`config.mk`:
```
export PLATFORM = sky130hd
export DESIGN_NAME = beep_sched
export DESIGN_NICKNAME = d
export VERILOG_FILES = /design/src/rtl/beep_sched.sv
export SDC_FILE = /design/constraint.sdc
export NUM_CORES = 1
export LEC_CHECK = 0
export BUFFER_PORTS_ARGS = -buffer_cell sky130_fd_sc_hd__buf_2
export CORE_MARGIN = 2
export CORE_UTILIZATION = 30
export CTS_BUF_LIST = sky130_fd_sc_hd__clkbuf_16
export DETAILED_ROUTE_END_ITERATION = 10
export SETUP_SLACK_MARGIN = 0.1
export SKIP_LAST_GASP = 1
export SYNTH_ARGS = -nofsm -noshare
export SYNTH_HDL_FRONTEND = slang
export SYNTH_SLANG_ARGS = --single-unit
export TNS_END_PERCENT = 10
```
`constraint.sdc`:
```
create_clock -name clk -period 2.69 [get_ports clk]
set_input_delay 0.269 -clock clk [delete_from_list [all_inputs] [get_ports clk]]
set_output_delay 0.269 -clock clk [all_outputs]
set_load 0.02 [all_outputs]
```
`src/rtl/beep_sched.sv`:
```
// beep_sched: priority buzzer scheduler turning tick/fail/win pulses into tone patterns.
// Build option BEEP_PEND_EN: queue lower-priority requests in a 3-bit pending register.
module beep_sched #(
  parameter int TONE_DIV = 500,
  parameter int UNIT_CYC = 100000
) (
  input  logic       clk,
  input  logic       rst_n,
  input  logic       en,
  input  logic [2:0] req,
  output logic       beep,
  output logic       busy,
  output logic [1:0] cur,
  output logic       over
);
  localparam int UW = $clog2(UNIT_CYC);
  localparam int TW = $clog2(2 * TONE_DIV + 1);

  typedef enum logic [1:0] {IDLE, PLAY, DONE} state_t;

  state_t        state, state_n;
  logic [1:0]    src;
  logic [2:0]    seg;
  logic          seg_u;
  logic [UW-1:0] unit_cnt;
  logic [TW-1:0] tone_cnt;
  logic [2:0]    pend;
  logic [2:0]    avail;
  logic          load;
  logic [1:0]    load_id;
  logic          unit_end;
  logic          pat_end;

  function automatic logic [1:0] top_id(input logic [2:0] v);
    if (v[2])      return 2'd2;
    else if (v[1]) return 2'd1;
    else           return 2'd0;
  endfunction

  function automatic logic [TW-1:0] half_per(input logic [1:0] id);
    case (id)
      2'd1:    return TW'(2 * TONE_DIV);
      2'd2:    return TW'(TONE_DIV / 2);
      default: return TW'(TONE_DIV);
    endcase
  endfunction

  // win alternates ON/OFF; odd segments are silent
  function automatic logic seg_on(input logic [1:0] id, input logic [2:0] s);
    return (id != 2'd2) || !s[0];
  endfunction

  function automatic logic seg_long(input logic [1:0] id, input logic [2:0] s);
    return (id == 2'd1) || (id == 2'd2 && s == 3'd4);
  endfunction

  function automatic logic [2:0] last_seg(input logic [1:0] id);
    return (id == 2'd2) ? 3'd4 : 3'd0;
  endfunction

  assign avail    = req | pend;
  assign unit_end = unit_cnt == UW'(UNIT_CYC - 1);
  assign pat_end  = unit_end && (seg_u == seg_long(src, seg))
                 && (seg == last_seg(src));

  always_ff @(posedge clk) begin
    if (!rst_n) state <= IDLE;
    else        state <= state_n;
  end

  always_comb begin
    state_n = state;
    load    = 1'b0;
    load_id = src;
    if (!en) begin
      state_n = IDLE;
    end else begin
      case (state)
        PLAY: begin
          if (|req && top_id(req) >= src) begin
            load    = 1'b1;
            load_id = top_id(req);
          end else if (pat_end) begin
            state_n = DONE;
          end
        end
        default: begin
          state_n = IDLE;
          if (|avail) begin
            load    = 1'b1;
            load_id = top_id(avail);
            state_n = PLAY;
          end
        end
      endcase
    end
  end

`ifdef BEEP_PEND_EN
  logic [2:0] pend_q;
  logic [2:0] load_mask;

  assign load_mask = load ? (3'b001 << load_id) : 3'b000;

  always_ff @(posedge clk) begin
    if (!rst_n || !en) pend_q <= 3'b000;
    else               pend_q <= (pend_q | req) & ~load_mask;
  end

  assign pend = pend_q;
`else
  assign pend = 3'b000;
`endif

  always_ff @(posedge clk) begin
    if (!rst_n) begin
      src      <= 2'd0;
      seg      <= 3'd0;
      seg_u    <= 1'b0;
      unit_cnt <= '0;
      tone_cnt <= '0;
      beep     <= 1'b0;
    end else if (load) begin
      src      <= load_id;
      seg      <= 3'd0;
      seg_u    <= 1'b0;
      unit_cnt <= '0;
      tone_cnt <= '0;
      beep     <= 1'b1;
    end else if (state == PLAY && en) begin
      if (seg_on(src, seg)) begin
        if (tone_cnt == half_per(src) - TW'(1)) begin
          tone_cnt <= '0;
          beep     <= ~beep;
        end else begin
          tone_cnt <= tone_cnt + TW'(1);
        end
      end
      // segment boundaries override the tone toggle above
      if (unit_end) begin
        unit_cnt <= '0;
        if (seg_u != seg_long(src, seg)) begin
          seg_u <= 1'b1;
        end else if (seg != last_seg(src)) begin
          seg      <= seg + 3'd1;
          seg_u    <= 1'b0;
          tone_cnt <= '0;
          beep     <= seg_on(src, seg + 3'd1);
        end else begin
          beep <= 1'b0;
        end
      end else begin
        unit_cnt <= unit_cnt + UW'(1);
      end
    end else begin
      seg      <= 3'd0;
      seg_u    <= 1'b0;
      unit_cnt <= '0;
      tone_cnt <= '0;
      beep     <= 1'b0;
    end
  end

  assign busy = state == PLAY;
  assign over = state == DONE;
  assign cur  = busy ? src : 2'd3;

endmodule
```
# Word level (Yosys, flattened, before mapping)
# Cells that the tools add are included.
# Widths: inputs -> output; s select.
[classes]
magnitude_cmp = 1
n_reduce_logical = 20
addsub = 4
eq_ne = 15
mux = 36
n_bitwise = 4
[ops]
columns = ["op", "count"]
rows = [
  ["$mux 10", 9],
  ["$mux 2", 10],
  ["$pmux 10 s2", 1],
  ["$add 17x1->17 const B", 1],
  ["$eq 17x17->1 const B", 1],
  ["$mux 1", 15],
  ["$add 10x1->10 const B", 1],
  ["$eq 10x10->1", 1],
  ["$sub 10x1->10 const B", 1],
  ["$reduce_and 2->1", 3],
  ["$reduce_or 3->1", 2],
  ["$logic_and 1x1->1", 5],
  ["$eq 2x1->1 const B", 2],
  ["$eq 2x2->1 const B", 2],
  ["$ne 2x1->1 const B", 2],
  ["$ne 2x2->1 const B", 2],
  ["$not 1->1", 4],
  ["$reduce_and 4->1", 1],
  ["$reduce_bool 2->1", 2],
  ["$reduce_or 4->1", 1],
  ["$add 3x1->3 const B", 1],
  ["$eq 3x3->1", 1],
  ["$eq 3x3->1 const B", 1],
  ["$logic_or 1x1->1", 3],
  ["7 further kinds", 8],
]
[totals]
word_cells = 87
output_inout_bits = 5
in_bits = 6
ff_bits = 36

# Depth between registers and ports, before layout
# Gate-level depths: netlist (run 1).
[logic_depth]
word_depth = 19
mapped_depth = 9
ltp_nobuf = 7

# Worst setup path after synthesis (run 1)
# Ideal clock, no wire load.
[synth_timing]
kind = "register to register"
start = "reg src[0]"
end = "reg beep"
n_path_buf = 1
synth_period_minus_slack_ns = 1.916
path_slack_ns = 0.774
setup_time_ns = 0.087
t_required_ns = 2.603
arrival_ns = 1.829
path_stages_with_launch = 9
path_cell_list = "dfxtp_1 -> inv_1 -> ha_1 -> clkbuf_1 -> or3b_1 -> a22oi_1 -> nand4_1 -> xor2_1 -> o31ai_1"
[synth_between]
elab_chain_len = 14
word_cells_on_any_way = 29
classes_between = "add/sub (1); order compare (1); eq/ne (6); mux (16); reduce/logical (5)"
[synth_rtl]
columns = ["item", "line_no", "rtl"]
rows = [
  ["from (decl)", "22", "logic [1:0] src;"],
  ["from (signal assigned)", "124", "src <= load_id;"],
  ["$eq 2x2->1 / $eq 2x1->1 (equally long branches)", "41, 54, 58", ""],
  ["$pmux 10 s2", "41", "case (id)"],
  ["$mux 10", "131", "if (seg_on(src, seg)) begin"],
  ["$mux 10", "130", "end else if (state == PLAY && en) begin"],
  ["$mux 10", "123", "end else if (load) begin"],
  ["$mux 10", "116", "if (!rst_n) begin"],
  ["$sub 10x1->10", "132", "if (tone_cnt == half_per(src) - TW'(1)) begin"],
  ["$eq 10x10->1", "132", ""],
  ["$mux 1", "132", ""],
  ["$mux 1", "131", ""],
  ["$mux 1", "142", "if (seg_u != seg_long(src, seg)) begin"],
  ["$mux 1", "140", "if (unit_end) begin"],
  ["$mux 1", "130", ""],
  ["$mux 1 (*)", "123", ""],
  ["to (signal assigned)", "134", "beep <= ~beep;"],
  ["to (signal assigned)", "148", "beep <= seg_on(src, seg + 3'd1);"],
  ["to (decl)", "11", "output logic beep,"],
]
# Mark *: on every way between the ends. The rest lies on a longest branch, timed or not. The select of a mux whose other input is x is not followed.
# A chain may end at the register's enable or synchronous reset.

# Worst setup path in the final report (run 1)
[layout_timing]
start = "reg src[0]"
end = "reg tone_cnt[4]"
[layout_between]
elab_chain_len = 13
word_cells_on_any_way = 27
classes_between = "add/sub (1); order compare (1); eq/ne (6); mux (14); reduce/logical (5)"
[layout_rtl]
columns = ["item", "line_no", "rtl"]
rows = [
  ["$eq 2x2->1 / $eq 2x1->1 (equally long branches)", "41, 54, 58", ""],
  ["$pmux 10 s2", "41", ""],
  ["$mux 10", "131", ""],
  ["$mux 10", "130", ""],
  ["$mux 10", "123", ""],
  ["$mux 10", "116", ""],
  ["$sub 10x1->10", "132", ""],
  ["$eq 10x10->1", "132", ""],
  ["$mux 10", "132", ""],
  ["$mux 10", "131", ""],
  ["$mux 10", "144", "end else if (seg != last_seg(src)) begin"],
  ["$mux 10", "142", ""],
  ["$mux 10", "140", ""],
  ["to (signal assigned)", "136", "tone_cnt <= tone_cnt + TW'(1);"],
  ["to (decl)", "26", "logic [TW-1:0] tone_cnt;"],
]
# Several ways; a longest one is shown, not always the timed one. The select of a mux whose other input is x is not followed.

==> impl_metrics.csv, run 1 <==
group,metric,value,unit
setup_path,worstSetupEndpointType,"register",
synth,syn-cell-area,1900,um^2
place,placed_cells,295,
drt,wl_per_cell,11.5,um
clock_network,htree_levels,2,
timing,finalClockSkew,5.38,ps
floorplanning,die_w,83.6,um
synth,synth-seq-cells,36,
setup_path,crit_required,2850,ps
clock_network,cts_buffers,5,
min_path,min_path_type,"input port to register",
drt,routed_wl,3.48,mm
cells_and_area,n_antenna_cell,0,
min_path,whs_path_depth,2,
synth,ys_async_sr_fraction,0,
timing,setup_violations,0,
timing,timing.final.crit_share,0.788,
global_route,grt_pass1_wl,6.29,mm
synth,synth_ff_type,"dfxtp_1",
floorplanning,core_area,6240,um^2
run_status,status,"complete, no violations",
power,p_leak,0.769,nW
global_route,gr-usage-met2,0.172,
cells_and_area,syn2layout_area_growth,14.5,%
drt,drtIter0Drc,35,
setup_path,critPathMaxFanout,7,
timing,fmax,472,MHz
synth,synthCells,214,
power,ir_drop,0.000321,V
clock_network,clkSlewWorstSetupHoldPaths,60,ps
floorplanning,die-area,6990,um^2
timing,finalSetupTns,0,ps
cells_and_area,final_common_cell,"dfxtp_1",
global_route,first_global_vias,1410,
drt,drt-pass1-iter-count,4,
floorplanning,pin_count,11,
cells_and_area,multi_input_area,1110,um^2
clock_network,cts_tree,"done",
cells_and_area,fin_cells,303,
timing,period_needed,2120,ps
cells_and_area,drive_gt1_frac,0.111,
clock_network,clockBufferDepth,2,
drt,detail-route-antenna-nets,0,
synth,ys_seq_area_frac,0.379,
global_route,overflow,0,
global_route,grt_antenna_before_repair,0,
cells_and_area,regArea,721,um^2
floorplanning,fp.dieH,83.6,um
clock_network,clk_latency,280,ps
drt,vias,1429,
global_route,grt_max_degree,17,
cells_and_area,fin_nets,241,
global_route,grtUsageTotal,0.108,
clock_network,cts_setup_buffers,0,
synth,synth.avg_cell_area,8.89,um^2
drt,avgViaCountPerCell,4.72,
timing,timing.hold.ws,221,ps
cells_and_area,nFillCells,647,
drt,drc,0,
clock_network,hold_buffers,0,
setup_path,crit_type,"register to register",
timing,final_max_slew_viol_count,0,
synth,yosys_warnings,0,
clock_network,cts_root_buffer,"clkbuf_16",
timing,max_slew_margin,0.589,
global_route,grt_use_met1,0.143,
job,drv_cap,0,
setup_path,cp-start-kind,"register",
floorplanning,rows,29,
place,gp_congestion,0.770,
timing,rsz0062_at_grt,"no",
synth,ys_types,41,
global_route,use_met3,0.0267,
setup_path,arrival,2280,ps
floorplanning,initial_core_util,0.305,
clock_network,cts_resized,0,
synth,synth_edf_count,0,
global_route,grt.busiest_layer,"met2",
cells_and_area,final_cell_mix,"36 x dfxtp_1, 35 x nor2_1, 17 x xor2_1",
power,power.density,575,nW/um^2
place,portBuffers,10,
setup_path,reg2regPathDepth,7,
timing,worstMarginPinSlew,616,ps
synth,synth_fp_nets,230,
timing,hold_viol_final,0,
place,post-dp-hpwl,2.51,mm
clock_network,cts.sinks,36,
-- final cells by class --
| cell class | count | area share |
|---|---|---|
| clock inverter | 3 | 0.0195 |
| timing repair buffer | 10 | 0.0230 |
| inverter | 9 | 0.0155 |
| clock buffer | 5 | 0.0575 |
| sequential | 36 | 0.331 |
| multi-input combinational | 163 | 0.509 |
| tap | 77 | 0.0443 |
-- Yosys cell counts, types with 3 or more instances --
| cell | n | share of area |
|---|---|---|
| nor2b_1 | 4 | 0.013 |
| clkbuf_1 | 3 | 0.0059 |
| nor3_1 | 3 | 0.0079 |
| mux2i_1 | 3 | 0.016 |
| xnor2_1 | 13 | 0.060 |
| nor2_1 | 35 | 0.069 |
| nand3b_1 | 3 | 0.012 |
| ha_1 | 10 | 0.066 |
| nand2b_1 | 3 | 0.0099 |
| nand3_1 | 10 | 0.026 |
| a21oi_1 | 4 | 0.011 |
| and3_1 | 4 | 0.013 |
| dfxtp_1 | 36 | 0.38 |
| and2_1 | 4 | 0.013 |
| xor2_1 | 17 | 0.078 |
| nand2_1 | 14 | 0.028 |
| nand4_1 | 10 | 0.033 |
| inv_1 | 9 | 0.018 |
-- flip-flops by register name, indices dropped and copies added (netlist names) --
name      flops
seg_u         1
state         2
src           2
seg           3
beep          1
unit_cnt     17
tone_cnt     10
-- worst max-delay path: stages, from the launching register on --
cell and delay, ps:
dfxtp_1 390, inv_1 110, ha_1 310, or3b_1 400, a22oi_1 240, nand4_1 170, nand3_1 280, nor2_1 90
-- path summary, 6_finish.rpt --
path                                  start          end  slack [ps]
worst min register to register  unit_cnt[0]  unit_cnt[0]         450
worst min-delay path                  rst_n       src[0]         220
worst max-delay path                 src[0]  tone_cnt[4]         570
worst max register to register       src[0]  tone_cnt[4]         570
-- where the power goes --
group          switching (mW)  total [mW]  leakage (nW)  internal [mW]
Sequential            0.00366       0.541         0.291          0.538
Combinational          0.0314      0.0528         0.398         0.0214
Clock                   0.223       0.658        0.0798          0.435
-- routing by layer --
metal  up-vias  wire [um]
li1        747          -
met1       661       1800
met2        15       1540
met3         6         95
met4         0         52
met5         -          0
-- logic make-up after synthesis --
| group | Yosys count | synth area share |
|---|---|---|
| buffers and inverters | 15 | 0.0382 |
| AOI/OAI and AO/OA | 15 | 0.0539 |
| and+or+nand+nor | 104 | 0.303 |
| DFF | 36 | 0.379 |
| muxes | 4 | 0.0217 |
| xor gates and xnor gates | 30 | 0.138 |
| adders and majority gates | 10 | 0.0658 |
-- through the flow --
step / util / worst slack (ps) / instance area [um^2] / power, mW
2_1_floorplan: - / 774 / 1900 / 0.591
3_3_place_gp: 0.322 / 586 / 2010 / 0.605
3_5_place_dp: 0.322 / 570 / 2010 / 0.605
4_1_cts: 0.349 / 562 / 2180 / 1.27
5_1_grt: 0.349 / 384 / 2180 / 1.29
6_report: 0.349 / 571 / 2180 / 1.25
Note: power is estimated with default switching activity, not from simulation.
==> inputs of run 2 (changes only) <==
==> constraint.sdc (replaced) <==
create_clock -name clk -period 2.05 [get_ports clk]
set_input_delay 0.205 -clock clk [delete_from_list [all_inputs] [get_ports clk]]
set_output_delay 0.205 -clock clk [all_outputs]
set_load 0.02 [all_outputs]
==> impl_metrics.csv, run 2 (synthesis results as in run 1) <==
group,metric,value,unit
timing,timing.final.crit_share,0.918,
clock_network,clk_latency,270,ps
floorplanning,rows,29,
clock_network,cts.sinks,36,
cells_and_area,nFillCells,660,
drt,drc,0,
power,p_sw_frac,0.209,
cells_and_area,n_antenna_cell,0,
drt,wl_per_cell,11.3,um
setup_path,worstSetupEndpointType,"register",
clock_network,cts_tree,"done",
floorplanning,core_area,6240,um^2
drt,drt-pass1-iter-count,4,
cells_and_area,final_common_cell,"nor2_1",
timing,finalSetupTns,0,ps
job,drv_cap,0,
power,ir_drop,0.000428,V
global_route,grtUsageTotal,0.113,
floorplanning,pin_count,11,
timing,rsz0062_at_grt,"yes",
cells_and_area,drive_gt1_frac,0.179,
drt,detail-route-antenna-nets,0,
cells_and_area,regArea,723,um^2
place,placed_area,2090,um^2
timing,setup_violations,0,
place,portBuffers,10,
power,power.switching,0.312,mW
cells_and_area,regMostFlops,"unit_cnt",
setup_path,reg2regPathDepth,5,
clock_network,hold_buffers,0,
power,p_leak,0.832,nW
clock_network,clkSlewWorstSetupHoldPaths,50,ps
power,power_frac_seq,0.477,
setup_path,crit_required,2210,ps
cells_and_area,fin_nets,256,
place,gp_congestion,0.736,
timing,fmax,531,MHz
place,place_ws,116,ps
power,finalPower,1.49,mW
drt,drtIter0Drc,55,
floorplanning,fp.dieH,83.6,um
setup_path,crit_path_end,"seg[2]",
power,pwr-share-comb,0.054,
setup_path,cp-startpoint,"unit_cnt[11]",
global_route,first_global_vias,1413,
cells_and_area,top_regs,"unit_cnt (17), tone_cnt (10), seg (3)",
timing,max_slew_margin,0.694,
drt,avgViaCountPerCell,4.66,
place,post-dp-hpwl,2.61,mm
run_status,status,"complete, no violations",
timing,setup_ws,168,ps
timing,final_max_slew_viol_count,0,
power,power_frac_clock,0.469,
setup_path,cp-start-kind,"register",
cells_and_area,largest_register_ffs,17,
setup_path,reg2reg_from,"unit_cnt[11]",
cells_and_area,final_cell_mix,"35 x nor2_1, 34 x dfxtp_1, 17 x xor2_1",
global_route,overflow,0,
setup_path,r2r_slack,170,ps
timing,period_needed,1880,ps
floorplanning,initial_core_util,0.305,
clock_network,htree_levels,2,
setup_path,crit_type,"register to register",
min_path,hold_start,"rst_n",
timing,hold_viol_final,0,
drt,vias,1477,
clock_network,cts_root_buffer,"clkbuf_16",
min_path,min_path_type,"input port to register",
global_route,grt_pass1_wl,6.47,mm
global_route,grt_max_degree,17,
setup_path,r2r_end,"seg[2]",
floorplanning,die-area,6990,um^2
timing,finalClockSkew,2.71,ps
setup_path,arrival,2040,ps
global_route,grt_antenna_before_repair,0,
cells_and_area,multi_input_area,1130,um^2
power,power.density,653,nW/um^2
timing,worstMarginPinSlew,455,ps
cells_and_area,syn2layout_area_growth,19.8,%
clock_network,cts_buffers,5,
floorplanning,die_w,83.6,um
setup_path,critPathMaxFanout,4,
cells_and_area,design_area,2280,um^2
power,p_int,1.18,mW
clock_network,clockBufferDepth,2,
drt,routed_wl,3.59,mm
==> run 2: what timing repair did <==
item / CTS / global route
endpoints found under the setup margin: 0 / 14
buffers inserted: 0 / 4
resized for setup: 0 / 7
==> run 2: per-stage QoR <==
| stage | hold slack (ps) | instances | util |
|---|---|---|---|
| 2_1_floorplan | 327 | 214 | - |
| 3_3_place_gp | 434 | 306 | 0.335 |
| 3_5_place_dp | 438 | 306 | 0.335 |
| 4_1_cts | 150 | 313 | 0.356 |
| 5_1_grt | 172 | 317 | 0.365 |
| 6_report | 162 | 317 | 0.365 |
==> run 2: worst max-delay path, stage by stage (launching register included) <==
cell and delay, ps:
dfxtp_1 310, or4_4 540, nor4_4 360, nand3b_4 150, nor2_4 110, mux2_4 300
==> run 2: power by group through the flow <==
stage	sequential [mW]	combinational (mW)	clock (mW)
final	0.710	0.0805	0.698
after global placement	0.724	0.0796	0
after global routing	0.710	0.0911	0.749
after detailed placement	0.725	0.0790	0
after floorplan	0.726	0.0491	0
after CTS	0.710	0.0798	0.717
==> run 2: layout make-up <==
class / instances / share of cell area
timing repair buffer: 25 / 0.0714
sequential: 36 / 0.317
inverter: 9 / 0.0148
tap: 77 / 0.0423
multi-input combinational: 163 / 0.496
clock inverter: 2 / 0.00329
clock buffer: 5 / 0.0549
==> run 2: how the worst min path moves through the flow <==
stage	cells past startpoint	to	slack [ps]
floorplan	1	src[0]	330
global placement	1	unit_cnt[0]	430
detailed placement	2	src[0]	440
CTS	2	src[0]	150
global route	2	src[0]	170
finish	2	src[1]	160
==> run 2: per-layer routing <==
| metal | vias up | routed length, um | track usage | part of all wire |
|---|---|---|---|---|
| met5 | - | 0 | 0 | 0 |
| met4 | 0 | 48 | 0.0440 | 0.013 |
| met1 | 675 | 1790 | 0.151 | 0.50 |
| met2 | 22 | 1630 | 0.173 | 0.45 |
| met3 | 4 | 119 | 0.0297 | 0.033 |
| li1 | 776 | - | - | - |
==> inputs of run 3 (changes only) <==
--- a/config.mk
+++ b/config.mk
@@ -5,12 +5,13 @@
 export SDC_FILE = /design/constraint.sdc
 export NUM_CORES = 1
 export LEC_CHECK = 0
+export ABC_AREA = 1
 export BUFFER_PORTS_ARGS = -buffer_cell sky130_fd_sc_hd__buf_2
 export CORE_MARGIN = 2
-export CORE_UTILIZATION = 30
+export CORE_UTILIZATION = 60
 export CTS_BUF_LIST = sky130_fd_sc_hd__clkbuf_16
 export DETAILED_ROUTE_END_ITERATION = 10
-export SETUP_SLACK_MARGIN = 0.1
+export PLACE_DENSITY = 0.78
 export SKIP_LAST_GASP = 1
 export SYNTH_ARGS = -nofsm -noshare
 export SYNTH_HDL_FRONTEND = slang
==> impl_metrics.csv, run 3 <==
group,metric,value,unit
global_route,grtUsageTotal,0.227,
run_status,status,"complete, no violations",
timing,fmax,552,MHz
synth,synth_edf_count,0,
clock_network,cts_root_buffer,"clkbuf_16",
synth,synth-seq-cells,36,
clock_network,clkSlewWorstSetupHoldPaths,50,ps
drt,drtIter0Drc,126,
cells_and_area,n_antenna_cell,0,
power,finalPower,1.50,mW
floorplanning,core_area,3390,um^2
drt,drc,0,
place,portBuffers,10,
power,power.density,622,nW/um^2
timing,finalSetupTns,0,ps
setup_path,cp_slowest_cell,"dfxtp_1",
cells_and_area,drive_gt1_frac,0.144,
timing,period_needed,1810,ps
timing,hold_viol_final,0,
synth,synth_fp_nets,326,
setup_path,crit_type,"register to register",
clock_network,cts.sinks,36,
setup_path,path_cells,"inv_1 > ha_1 > inv_2 > or2_1 > nand3_2 > nand3_1 > nor2_2 > o21ai_1 > nand2_1 > nand2_1 > nand2_1",
job,drv_cap,0,
clock_network,clk_latency,280,ps
drt,avgViaCountPerCell,5.14,
cells_and_area,fin_nets,343,
clock_network,cts_buffers,5,
global_route,overflow,0,
floorplanning,initial_core_util,0.638,
drt,vias,1916,
synth,synth_top_cell_area_share,0.334,
synth,ys_async_sr_fraction,0,
setup_path,arrival,2030,ps
synth,ys_types,32,
setup_path,critPathMaxFanout,5,
setup_path,cp-start-kind,"register",
drt,routed_wl,4.26,mm
timing,setup_ws,240,ps
min_path,min_path_type,"input port to register",
place,place_ws,196,ps
floorplanning,pin_count,11,
synth,synthCells,310,
setup_path,critical_path_buf_inv_count,2,
cells_and_area,regMostFlops,"unit_cnt",
synth,syn-cell-area,2160,um^2
setup_path,crit_required,2270,ps
timing,worstMarginPinSlew,487,ps
drt,detail-route-antenna-nets,0,
synth,ys_seq_area_frac,0.334,
setup_path,cpPeakStageDelay,350,ps
synth,synth_most_common_cell,"nand2_1",
timing,max_slew_margin,0.672,
cells_and_area,final_cell_mix,"69 x nand2_1, 43 x nor2_1, 38 x inv_1",
timing,finalClockSkew,5.37,ps
drt,wl_per_cell,11.4,um
drt,drt-pass1-iter-count,4,
timing,setup_violations,0,
synth,synth.top_cells.by_area,"dfxtp_1 33%, nand2_1 12%, nor2_1 7.5%, inv_1 6.6%, ha_1 5.8%",
synth,synthTopCellsByCount,"69 x nand2_1, 43 x nor2_1, 38 x inv_1",
global_route,grt_pass1_wl,7.32,mm
synth,yosysTopAreaCell,"dfxtp_1",
clock_network,cts_tree,"done",
cells_and_area,largest_register_ffs,17,
floorplanning,die_w,64.0,um
place,gp_congestion,0.861,
setup_path,crit_top_cell,"nand2_1",
setup_path,critPathTopFamily,"simple AND/OR/NAND/NOR gates",
cells_and_area,syn2layout_area_growth,11.3,%
cells_and_area,top_regs,"unit_cnt (17), tone_cnt (10), seg (3)",
place,post-dp-hpwl,3.26,mm
synth,yosys_warnings,0,
synth,synth.avg_cell_area,6.97,um^2
clock_network,htree_levels,2,
floorplanning,rows,21,
power,p_leak,0.896,nW
clock_network,clockBufferDepth,2,
timing,final_max_slew_viol_count,0,
cells_and_area,final_common_cell,"nand2_1",
floorplanning,fp.dieH,64.0,um
global_route,first_global_vias,1672,
power,ir_drop,0.000402,V
global_route,grt_max_degree,17,
timing,timing.final.crit_share,0.883,
global_route,grt_antenna_before_repair,0,
floorplanning,die-area,4100,um^2
setup_path,worstSetupEndpointType,"register",
timing,rsz0062_at_grt,"no",
clock_network,cts_setup_buffers,0,
synth,synth_ff_type,"dfxtp_1",
[run 3: power by group]
part           total [mW]  internal, mW  switching (mW)
clock network       0.691         0.434           0.257
logic              0.0921        0.0321          0.0600
registers           0.713         0.707         0.00617
[run 3: logic make-up after synthesis]
group / after synthesis / share of synthesized area
AO/OA/AOI/OAI: 31 / 0.0782
buffers and inverters: 45 / 0.0799
AND/OR/NAND/NOR: 177 / 0.402
XOR/XNOR: 11 / 0.0481
adder cells (fa/ha/maj): 10 / 0.0579
flip-flops: 36 / 0.334
[run 3: per-stage QoR]
| step | instance area (um^2) | hold slack (ps) | util | instances |
|---|---|---|---|---|
| finish | 2410 | 178 | 0.710 | 373 |
| detailed placement | 2270 | 457 | 0.669 | 366 |
| global placement | 2270 | 453 | 0.669 | 366 |
| global route | 2410 | 201 | 0.710 | 373 |
| CTS | 2400 | 177 | 0.708 | 373 |
| floorplan | 2160 | 315 | - | 310 |
[run 3: metal layers]
metal	track usage	share of wire	vias to the layer above
li1	-	-	1024
met3	0.0475	0.051	6
met5	0	0	-
met4	0.0897	0.013	0
met1	0.321	0.52	845
met2	0.335	0.41	41
[run 3: layout make-up]
class | instances | area (um^2)
multi-input combinational | 229 | 1270
fill | 289 | 983
sequential | 36 | 721
inverter | 44 | 165
clock buffer | 5 | 125
timing repair buffer | 11 | 57.6
tap | 46 | 57.6
clock inverter | 2 | 7.51
[run 3: tightest hold or removal path, stage by stage]
cell     delay (ps)
buf_2           110
nand2_1          50
nand2_1          50
[run 3: timing repair]
| item | in CTS | in global routing |
|---|---|---|
| gates resized for setup | 0 | 1 |
| setup endpoints to repair | 0 | 1 |
| hold buffers | 0 | 0 |
| endpoints found under the hold margin | 0 | 0 |
[run 3: path summary, 6_finish.rpt]
check	to	cells after the start	start	slack, ps
setup / recovery	beep	11	src[0]	240
hold reg to reg	unit_cnt[0]	1	unit_cnt[0]	460
setup reg to reg	beep	11	src[0]	240
hold / removal	beep	3	rst_n	180
